[src/rtl/rgb_led_pkg.sv]
// Shared encodings for the RGB LED sequencer: program modes, colour phases
// and LED channel indices.
package rgb_led_pkg;

    localparam logic [1:0] MODE_STEP    = 2'b00;
    localparam logic [1:0] MODE_FADE    = 2'b01;
    localparam logic [1:0] MODE_BLINK   = 2'b10;
    localparam logic [1:0] MODE_BREATHE = 2'b11;

    typedef enum logic [1:0] {
        PH_R = 2'd0,
        PH_G = 2'd1,
        PH_B = 2'd2
    } phase_t;

    localparam int CH_R = 0;
    localparam int CH_G = 1;
    localparam int CH_B = 2;

    // R -> G -> B -> R; the unused encoding recovers to PH_R.
    function automatic phase_t next_phase(input phase_t p);
        case (p)
            PH_R:    return PH_G;
            PH_G:    return PH_B;
            default: return PH_R;
        endcase
    endfunction

endpackage

[src/rtl/sw_debounce.sv]
// Per-bit 2-FF synchroniser followed by a consecutive-mismatch debounce counter.
module sw_debounce #(
    parameter int WIDTH           = 3,
    parameter int DEBOUNCE_CYCLES = 50000
) (
    input  logic             clk,
    input  logic             rst_n,
    input  logic [WIDTH-1:0] i_raw,
    output logic [WIDTH-1:0] o_db
);

    localparam int CW = $clog2(DEBOUNCE_CYCLES + 1);
    localparam logic [CW-1:0] CNT_LAST = CW'(DEBOUNCE_CYCLES - 1);

    logic [WIDTH-1:0] r_sync1;
    logic [WIDTH-1:0] r_sync2;
    logic [WIDTH-1:0] r_db;
    logic [CW-1:0]    r_cnt [WIDTH];

    always_ff @(posedge clk) begin
        if (!rst_n) begin
            r_sync1 <= '0;
            r_sync2 <= '0;
            r_db    <= '0;
            for (int i = 0; i < WIDTH; i++) r_cnt[i] <= '0;
        end else begin
            r_sync1 <= i_raw;
            r_sync2 <= r_sync1;
            // The count only survives an unbroken run of mismatching cycles.
            for (int i = 0; i < WIDTH; i++) begin
                if (r_sync2[i] != r_db[i]) begin
                    if (r_cnt[i] == CNT_LAST) begin
                        r_db[i]  <= r_sync2[i];
                        r_cnt[i] <= '0;
                    end else begin
                        r_cnt[i] <= r_cnt[i] + 1'b1;
                    end
                end else begin
                    r_cnt[i] <= '0;
                end
            end
        end
    end

    assign o_db = r_db;

endmodule

[src/rtl/rgb_led_sequencer.sv]
// Switch-driven RGB LED controller: debounced run/mode select, phase/level
// sequencer, four lighting programs and a per-channel PWM output stage.
module rgb_led_sequencer
    import rgb_led_pkg::*;
#(
    parameter int DEBOUNCE_CYCLES = 50000,
    parameter int PWM_BITS        = 8,
    parameter int STEP_CYCLES     = 12000,
    parameter bit LED_ACTIVE_LOW  = 1'b0
) (
    input  logic       clk,
    input  logic       rst_n,
    input  logic [2:0] sw,
    output logic [2:0] led
);

    localparam int PCW = (STEP_CYCLES > 1) ? $clog2(STEP_CYCLES) : 1;
    localparam logic [PCW-1:0]    PRESC_LAST = PCW'(STEP_CYCLES - 1);
    localparam logic [PWM_BITS:0] FULL       = {1'b1, {PWM_BITS{1'b0}}};
    localparam logic [2:0]        POL        = {3{LED_ACTIVE_LOW}};

    logic [2:0]          w_db;
    logic                w_run;
    logic [1:0]          w_mode;
    logic                w_restart;
    logic                w_tick;
    logic [PWM_BITS:0]   w_lvl_x;
    logic [PWM_BITS-1:0] w_tri;
    logic [PWM_BITS+1:0] w_breathe;
    logic [PWM_BITS:0]   w_duty [3];
    logic [2:0]          w_on;

    logic                r_run_q;
    logic [1:0]          r_mode_q;
    phase_t              r_phase;
    logic [PWM_BITS-1:0] r_lvl;
    logic [PCW-1:0]      r_presc;
    logic [PWM_BITS-1:0] r_pwm;
    logic [2:0]          r_led;

    sw_debounce #(
        .WIDTH           (3),
        .DEBOUNCE_CYCLES (DEBOUNCE_CYCLES)
    ) u_sw_debounce (
        .clk   (clk),
        .rst_n (rst_n),
        .i_raw (sw),
        .o_db  (w_db)
    );

    assign w_run     = w_db[0];
    assign w_mode    = w_db[2:1];
    assign w_restart = (w_run && !r_run_q) || (w_mode != r_mode_q);
    assign w_tick    = (r_presc == PRESC_LAST);
    assign w_lvl_x   = {1'b0, r_lvl};

    // Triangle: rises as 2*lvl in the lower half, falls as 2*(FULL-1-lvl) above.
    assign w_tri     = r_lvl[PWM_BITS-1] ? ~r_lvl : r_lvl;
    assign w_breathe = {1'b0, w_tri, 1'b0};

    always_comb begin
        for (int i = 0; i < 3; i++) w_duty[i] = '0;
        if (w_run) begin
            case (w_mode)
                MODE_STEP: begin
                    case (r_phase)
                        PH_G:    w_duty[CH_G] = FULL;
                        PH_B:    w_duty[CH_B] = FULL;
                        default: w_duty[CH_R] = FULL;
                    endcase
                end
                MODE_FADE: begin
                    case (r_phase)
                        PH_G: begin
                            w_duty[CH_G] = FULL - w_lvl_x;
                            w_duty[CH_B] = w_lvl_x;
                        end
                        PH_B: begin
                            w_duty[CH_B] = FULL - w_lvl_x;
                            w_duty[CH_R] = w_lvl_x;
                        end
                        default: begin
                            w_duty[CH_R] = FULL - w_lvl_x;
                            w_duty[CH_G] = w_lvl_x;
                        end
                    endcase
                end
                MODE_BLINK: begin
                    for (int i = 0; i < 3; i++)
                        w_duty[i] = r_lvl[PWM_BITS-1] ? '0 : FULL;
                end
                default: begin
                    for (int i = 0; i < 3; i++)
                        w_duty[i] = (w_breathe > {1'b0, FULL}) ? FULL
                                                               : w_breathe[PWM_BITS:0];
                end
            endcase
        end
    end

    always_comb begin
        for (int i = 0; i < 3; i++) w_on[i] = ({1'b0, r_pwm} < w_duty[i]);
    end

    // Sequencer: OFF and restart both force PH_R/0/0; restart beats a coincident tick.
    always_ff @(posedge clk) begin
        if (!rst_n) begin
            r_run_q  <= 1'b0;
            r_mode_q <= MODE_STEP;
            r_phase  <= PH_R;
            r_lvl    <= '0;
            r_presc  <= '0;
            r_pwm    <= '0;
            r_led    <= POL;
        end else begin
            r_run_q  <= w_run;
            r_mode_q <= w_mode;
            r_pwm    <= r_pwm + 1'b1;
            r_led    <= w_on ^ POL;
            if (!w_run || w_restart) begin
                r_phase <= PH_R;
                r_lvl   <= '0;
                r_presc <= '0;
            end else if (w_tick) begin
                r_presc <= '0;
                r_lvl   <= r_lvl + 1'b1;
                if (&r_lvl) r_phase <= next_phase(r_phase);
            end else begin
                r_presc <= r_presc + 1'b1;
            end
        end
    end

    assign led = r_led;

endmodule
[config.mk]
export PLATFORM = sky130hd
export DESIGN_NAME = rgb_led_sequencer
export DESIGN_NICKNAME = d
export VERILOG_FILES = /design/src/rtl/rgb_led_pkg.sv /design/src/rtl/sw_debounce.sv /design/src/rtl/rgb_led_sequencer.sv
export SDC_FILE = /design/constraint.sdc
export NUM_CORES = 1
export LEC_CHECK = 0
export ABC_AREA = 0
export BUFFER_PORTS_ARGS = -buffer_cell sky130_fd_sc_hd__buf_4
export CAP_MARGIN = 15
export CORE_MARGIN = 4
export CORE_UTILIZATION = 38
export CTS_BUF_LIST = sky130_fd_sc_hd__clkbuf_4
export CTS_CLUSTER_DIAMETER = 100
export DETAILED_ROUTE_END_ITERATION = 16
export SETUP_SLACK_MARGIN = 0.15
export SLEW_MARGIN = 20
export SYNTH_ARGS = -nofsm -noshare
export SYNTH_HDL_FRONTEND = slang
export SYNTH_SLANG_ARGS = --single-unit
[constraint.sdc]
create_clock -name clk -period 2.9 [get_ports clk]
set_input_delay 0.435 -clock clk [delete_from_list [all_inputs] [get_ports clk]]
set_output_delay 0.435 -clock clk [all_outputs]
set_load 0.005 [all_outputs]
Word level (Yosys, flattened, before mapping)
Memories as Yosys holds them, arrays and structs flattened.
Index checks and enable logic that the tools add are counted.

operators by class
  $add $sub $neg = 7
  $lt $le $gt $ge = 4
  equal/unequal tests = 12
  muxes and demuxes = 55
  bitwise logic cells = 11
  reductions and logical operators = 14

operator list
  kind                                                                   count
  16-bit two-way mux                                                     9
  27-bit case mux with 3 select lines                                    1
  9-bit case mux with 2 select lines                                     3
  16-bit by 1-bit adder with 16-bit output, second input constant        3
  16-bit equality test, second input constant                            3
  9-bit two-way mux                                                      5
  1-bit two-way mux                                                      34
  8-bit by 9-bit < comparator with 1-bit output                          3
  27-bit two-way mux                                                     1
  8-bit by 1-bit adder with 8-bit output, second input constant          2
  14-bit by 1-bit adder with 14-bit output, second input constant        1
  14-bit equality test, second input constant                            1
  9-bit greater-than comparator, second input constant                   1
  1-bit bitwise OR                                                       9
  9-bit AND reduction                                                    1
  9-bit by 8-bit subtractor with 9-bit output, first input constant      1
  8-bit two-way mux                                                      1
  8-bit NOT                                                              1
  2-bit AND reduction                                                    3
  2-bit by 1-bit equality test with 1-bit output, second input constant  2
  2-bit equality test, second input constant                             2
  2-bit zero test                                                        2
  2-bit case mux with 2 select lines                                     1
  2-bit OR reduction                                                     2
  other kinds (7)                                                        11

word-level totals
  register bits = 47
  RAM bits = 48
  input port bits = 5
  memories = 1

memory list
  name                 words  width  rd ports  clocked after memory_dff  write ports  RTL line           RTL
  u_sw_debounce.r_cnt  3      16     3         0                         3            sw_debounce.sv:18  logic [CW-1:0] r_cnt [WIDTH];

Logic depth before layout (Yosys ltp)
Gate-level depths: netlist (run 1).
An unclocked memory read counts as a cell.

  depth in word-level cells = 9
  mapped depth = 13
  gate-level depth less buffers = 11

By module
A second synthesis (run 1) with hierarchy kept.

second synthesis, totals
  cells, all modules = 666
  area, all modules = 6002.0 sq um

modules (own cells, without submodules)
  module             times used  cells each  area each (sq um)  seq. area each (sq um)
  rgb_led_sequencer  1           397         3089.2             760.7
  sw_debounce        1           269         2912.8             1621.6

Worst setup path before layout (run 1)
No wires, ideal clock.

  kind = register -> register
  from = reg r_phase[0]
  to = reg r_led[0] (netlist: led[0])
  setup time = 0.059 ns
  data arrival time = 2.819 ns
  required time = 2.841 ns
  setup slack = 0.021 ns
  stages on the path, launching flop included = 12
  buffers on the path = 2
  clock period less this slack = 2.879 ns
  cell sequence = dfxtp_1 -> inv_1 -> ha_1 -> clkbuf_1 -> clkbuf_1 -> a21oi_1 -> nor4_1 -> a211oi_1 -> ha_1 -> or4_1 -> a2111oi_0 -> o31a_1

on the way
  longest elaborated chain between the ends = 6

ends and longest elaborated chain
  what                                                                                          RTL line                                          RTL
  from (decl)                                                                                   rgb_led_sequencer.sv:35                           phase_t r_phase;
  from (signal assigned)                                                                        rgb_led_sequencer.sv:127                          if (&r_lvl) r_phase <= next_phase(r_phase);
  2-bit by 1-bit equality test with 1-bit output / 2-bit equality test (equally long branches)  rgb_led_sequencer.sv:66, rgb_led_sequencer.sv:73
  2-bit OR reduction (no source line)                                                           n/a
  9-bit two-way mux                                                                             rgb_led_sequencer.sv:66                           case (r_phase)
  27-bit case mux with 3 select lines *                                                         rgb_led_sequencer.sv:64                           case (w_mode)
  27-bit two-way mux *                                                                          rgb_led_sequencer.sv:63                           if (w_run) begin
  8-bit by 9-bit < comparator with 1-bit output *                                               rgb_led_sequencer.sv:102                          for (int i = 0; i < 3; i++) w_on[i] = ({1'b0, r_pwm} < w_duty[i]);
  to (signal assigned)                                                                          rgb_led_sequencer.sv:119                          r_led <= w_on ^ POL;
  to (decl)                                                                                     rgb_led_sequencer.sv:39                           logic [2:0] r_led;

Every way passes the cells marked *; elsewhere a longest branch is shown, timed or not.
A chain may end at the register's enable or synchronous reset.

Worst setup path after layout (run 1)
  from = reg r_phase[1]
  to = reg r_led[0] (netlist: led[0])

The elaborated chain is that of the path after synthesis.

==> impl_metrics.yaml, run 1 <==
outcome:
  status: "finished clean"
worst_setup_path:
  crit_fanout: 12
  criticalPathCategory: "reg -> reg"
  crit_arrival_ns: 3.01
  worstRegToRegCells: 11
  startpoint_type: "flip-flop"
  r2r-end: "led[0]"
  reg2reg_from: "r_phase[1]"
  cp-endpoint: "led[0]"
  endpoint_kind: "flip-flop"
  r2r_setup_slack_ns: 0.27
  cp-startpoint: "r_phase[1]"
  required_ns: 3.29
synth:
  synth_cell_types: 64
  synth_largest_area_cell: "edfxtp_1"
  synth_warnings: 0
  synth_seq_cells: 95
  synth_area_per_cell_sq_um: 9.00
  netlist_instances: 655
  synth_top_area_share_pct: 24.4
  synth_common_cells: "88 x nor2_1, 53 x xnor2_1, 48 x edfxtp_1"
  synth.most_common_cell: "nor2_1"
  async_flop_share_pct: 0
  syn-cell-area_sq_um: 5900
  ys_seq_area_share_pct: 40.4
  ys_top_cells_by_area: "edfxtp_1 24%, dfxtp_1 16%, xnor2_1 7.9%"
  ys.flop_type: "edfxtp_1"
  synth_edf_count: 48
timing:
  drv_slew: 0
  fin_crit_ns: 2.63
  fin_skew_ns: 0.0166
  setup_viol: 0
  rsz0062_at_grt: "no"
  post-route-period-util_pct: 90.5
  worst_pin_slew_ns: 0.539
  slew_headroom_pct: 64.0
  fin_setup_tns_ns: 0
  finalHoldViolations: 0
  fmax_mhz: 381
pwr:
  powerDensity_nw_per_um2: 357
  ir_drop_v: 0.000194
  leakage_nw: 2.36
cts:
  clock-sinks: 95
  clock_latency_ns: 0.48
  cts_tree: "done"
  cts.clk_slew.worst_paths_ns: 0.16
  hold_buffers: 0
  clk_path_buf_depth: 2
  clockRootBuffer: "clkbuf_4"
  ctsHtreeMaxLevel: 3
  cts_buffers: 9
floorplan:
  die_x_um: 133
  fp.coreArea_sq_um: 15200
  start_util_pct: 38.8
  fp-row-count: 45
  dieHeight_um: 133
  dieArea_sq_um: 17600
  num_io_pins: 8
detailed_routing:
  drtPass1Iterations: 5
  route.detailed.drc: 0
  antenna_left: 0
  vias: 4912
  routedWlPerCell_um: 14.2
  wirelength_um: 13000
  via_per_inst: 5.38
  drt_iter0_markers: 365
global_routing:
  grt-ovfl-total: 0
  antenna_found_initial: 0
  grt_usage_pct: 14.9
  grt_pass1_wl_um: 22000
  grt_pass1_vias: 4663
  grt_max_degree: 20
layout:
  layout.nets: 758
  antenna_cells: 0
  drive_gt1_share_pct: 11.9
  final_cells: 913
  area_growth_pct: 14.1
placed_design:
  post-dp-hpwl_um: 9510
  gp_congestion: 0.888
  placed_cells: 896
  port_buffers: 7
worst_hold_path:
  worstHoldPathType: "in -> reg"
job:
  maxCapViolCount: 0
[placed cells by master (no fill, tap or decap), types with 20 or more instances in the layout]
cell type	n
buf_4	38
nand3_1	38
nor2_1	88
ha_1	30
o21ai_0	23
xor2_1	22
inv_1	29
nand2_1	33
nand4_1	20
edfxtp_1	48
dfxtp_1	40
xnor2_1	53
conb_1	48
[per-stage QoR]
step / utilization, % / total power [mW] / setup slack (ns) / hold WS (ns) / instance area [sq um]
after floorplan: - / 1.60 / 0.155 / 0.412 / 6080
after global placement: 42.5 / 1.63 / 0.129 / 0.424 / 6460
after detailed placement: 42.5 / 1.64 / 0.0564 / 0.420 / 6460
after CTS: 43.6 / 2.43 / 0.168 / 0.118 / 6630
after global routing: 44.3 / 2.52 / 0.150 / 0.112 / 6730
final: 44.3 / 2.40 / 0.275 / 0.161 / 6730
[report_power, final]
| part | leakage, nW | internal, mW | switching [mW] | total (mW) |
|---|---|---|---|---|
| Sequential | 0.880 | 1.45 | 0.0407 | 1.49 |
| Clock | 0.0837 | 0.287 | 0.498 | 0.786 |
| Combinational | 1.39 | 0.0615 | 0.0636 | 0.125 |
[kinds of logic (layout without fill, tap and decap cells)]
family	count (synthesis)	after routing	share of synthesized area, %
AOI/OAI and AO/OA	97	97	10.8
xor gates and xnor gates	75	75	11.1
adders and majority gates	33	33	7.00
buffers and inverters	60	83	4.07
DFF	95	95	40.4
muxes	4	4	0.679
other	1	48	0.0636
and+or+nand+nor	290	290	25.8
[cell type report]
type	count	area, sq um
sequential	95	2390
clock inverter	6	72.6
inverter	29	109
tap	188	235
fill	1452	8470
multi-input combinational	547	3560
timing repair buffer	38	285
clock buffer	10	75.1
[per-layer routing]
metal	global-route usage [%]	vias to the layer above	wire length (um)
met2	24.2	138	6030
met4	4.62	0	355
li1	-	2454	-
met1	19.6	2284	5940
met3	3.88	36	634
met5	0	-	0
[critical path, stage by stage (launching register included)]
cell,delay (ns)
dfxtp_2,0.37
inv_1,0.09
ha_4,0.28
buf_4,0.19
or4_1,0.50
nand3_1,0.10
nand2_1,0.06
ha_1,0.28
nand2_1,0.07
a311oi_2,0.27
a2111oi_4,0.09
o31a_1,0.24
[worst min-delay path by stage]
| stage | start | end | slack [ns] | cells past startpoint |
|---|---|---|---|---|
| 2_1_floorplan | u_sw_debounce.r_sync1[0] | u_sw_debounce.r_sync2[0] | 0.41 | 1 |
| 3_3_place_gp | u_sw_debounce.r_sync1[2] | u_sw_debounce.r_sync2[2] | 0.42 | 1 |
| 3_5_place_dp | u_sw_debounce.r_sync1[1] | u_sw_debounce.r_sync2[1] | 0.42 | 1 |
| 4_1_cts | sw[0] | u_sw_debounce.r_sync1[0] | 0.12 | 2 |
| 5_1_grt | sw[0] | u_sw_debounce.r_sync1[0] | 0.11 | 2 |
| 6_report | sw[0] | u_sw_debounce.r_sync1[0] | 0.16 | 2 |
[repair_timing]
item,CTS,global route
gates resized for setup,10,21
buffers inserted,0,1
cloned,0,0
pin swaps,0,6
endpoints found under the setup margin,2,3
endpoints found under the hold margin,0,0
[sequential cells by signal, summed over array words and instances, names as in the netlist, 2 cells and up]
signal and count:
r_mode_q 2, r_presc 14, r_phase 2, r_lvl 8, r_pwm 8, u_sw_debounce.r_cnt 48
u_sw_debounce.r_sync2 3, u_sw_debounce.r_sync1 3, u_sw_debounce.o_db 3, led 3
Note: power is estimated with default switching activity, not from simulation.
==> inputs of run 2 (changes only) <==
--- a/config.mk
+++ b/config.mk
@@ -9,10 +9,11 @@
 export BUFFER_PORTS_ARGS = -buffer_cell sky130_fd_sc_hd__buf_4
 export CAP_MARGIN = 15
 export CORE_MARGIN = 4
-export CORE_UTILIZATION = 38
+export CORE_UTILIZATION = 35
 export CTS_BUF_LIST = sky130_fd_sc_hd__clkbuf_4
 export CTS_CLUSTER_DIAMETER = 100
 export DETAILED_ROUTE_END_ITERATION = 16
+export RECOVER_POWER = 25
 export SETUP_SLACK_MARGIN = 0.15
 export SLEW_MARGIN = 20
 export SYNTH_ARGS = -nofsm -noshare
==> impl_metrics.yaml, run 2 (synthesis results as in run 1) <==
floorplan:
  dieArea_sq_um: 19000
  dieHeight_um: 138
  fp-row-count: 47
  start_util_pct: 35.7
  num_io_pins: 8
  fp.coreArea_sq_um: 16500
  die_x_um: 138
outcome:
  status: "finished clean"
global_routing:
  grt_max_degree: 20
  grt_pass1_wl_um: 22100
  grt_pass1_vias: 4456
  grt_usage_pct: 14.6
  antenna_found_initial: 1
  grt-ovfl-total: 0
timing:
  fin_crit_ns: 2.72
  fin_hold_ws_ns: 0.173
  rsz0062_at_grt: "yes"
  fmax_mhz: 367
  setup_viol: 0
  worst_pin_slew_ns: 0.887
  fin_skew_ns: 0.0122
  drv_slew: 0
  post-route-period-util_pct: 93.8
  finalHoldViolations: 0
  slew_headroom_pct: 40.8
cts:
  cts.clk_slew.worst_paths_ns: 0.15
  clock_latency_ns: 0.45
  ctsHtreeMaxLevel: 3
  clk_path_buf_depth: 2
  clock-sinks: 95
  clockRootBuffer: "clkbuf_4"
  cts_buffers: 9
  cts_tree: "done"
layout:
  fill_cells: 1655
  area_growth_pct: 15.6
  largest_register_ffs: 48
  layout.nets: 765
  final_cell_mix: "88 x nor2_1, 53 x xnor2_1, 48 x edfxtp_1, 48 x conb_1, 44 x dfxtp_1"
  final_common_cell: "nor2_1"
  top_regs: "u_sw_debounce.r_cnt x48, r_presc x14"
  drive_gt1_share_pct: 11.2
  multi_input_area_sq_um: 3550
  final_cells: 957
  final_util_pct: 41.2
  seqCellArea_sq_um: 2390
  top_register: "u_sw_debounce.r_cnt"
worst_setup_path:
  crit_arrival_ns: 3.14
  crit_fanout: 9
  path_cells: "inv_1 > ha_4 > buf_4 > a2111oi_4 > a31o_2 > o21ai_0 > ha_2 > or4_1 > a2111oi_2 > o31a_1"
  crit_slowest_cell: "or4_1"
  required_ns: 3.31
  cp_slowest_stage_delay_ns: 0.51
  path_buf_inv: 2
  startpoint_type: "flip-flop"
  endpoint_kind: "flip-flop"
  criticalPathCategory: "reg -> reg"
  crit_family: "compound AO/OA/AOI/OAI gates"
pwr:
  ir_drop_v: 0.000262
  powerDensity_nw_per_um2: 357
  leakage_nw: 2.37
placed_design:
  port_buffers: 7
  gp_congestion: 0.901
  post-dp-hpwl_um: 9530
  placed_cells: 933
job:
  maxCapViolCount: 0
detailed_routing:
  antenna_left: 0
  vias: 4784
  drtPass1Iterations: 5
  drt_iter0_markers: 265
  wirelength_um: 13200
  routedWlPerCell_um: 13.8
  route.detailed.drc: 0
  via_per_inst: 5.00
worst_hold_path:
  worstHoldPathType: "in -> reg"
==> run 2: changes by cell type in the layout (fill, tap and decap cells not counted), sizes merged <==
cell      change
clkinvlp      +2
inv           -2
diode         +5
bufinv        +1
clkbuf        +6
==> run 2: power by group <==
part | switching, mW | internal (mW)
combinational | 0.0651 | 0.0569
clock | 0.473 | 0.351
sequential | 0.0408 | 1.45
total | 0.579 | 1.86
==> run 2: repair_timing <==
action	4_1_cts	5_1_grt
setup endpoints to repair	1	2
pin swaps	0	3
hold buffers	0	0
setup buffers	0	3
gates resized for setup	9	17
==> run 2: area by class of cell <==
type                            count  area share (%)
Tap cell                          220            4.04
Antenna cell                        5           0.184
Clock buffer                        9           0.991
Sequential cell                    95            35.0
Multi-Input combinational cell    547            52.1
Timing Repair Buffer               45            4.68
Inverter                           29            1.60
Clock inverter                      7            1.38
==> run 2: stage by stage <==
| stage | setup WS [ns] | instance area [sq um] | total power [mW] | TNS [ns] |
|---|---|---|---|---|
| floorplan | 0.155 | 6080 | 1.60 | 0 |
| global placement | 0.0116 | 6540 | 1.64 | 0 |
| detailed placement | -0.0340 | 6540 | 1.64 | -0.0340 |
| CTS | 0.154 | 6730 | 2.49 | 0 |
| global route | 0.0995 | 6820 | 2.56 | 0 |
| finish | 0.179 | 6820 | 2.44 | 0 |
==> run 2: final timing paths <==
path	cells past startpoint	end	slack, ns	start
hold reg to reg	1	u_sw_debounce.r_sync2[0]	0.45	u_sw_debounce.r_sync1[0]
setup / recovery	10	led[0]	0.18	r_phase[1]
setup reg to reg	10	led[0]	0.18	r_phase[1]
hold / removal	2	u_sw_debounce.r_sync1[1]	0.17	sw[1]
==> run 2: routing by layer <==
layer | up-vias | GRT usage, % | share of wire (%)
li1 | 2471 | - | -
met1 | 2200 | 20.7 | 50
met2 | 93 | 22.0 | 44
met3 | 20 | 2.85 | 4.0
met4 | 0 | 5.10 | 2.0
met5 | - | 0 | 0
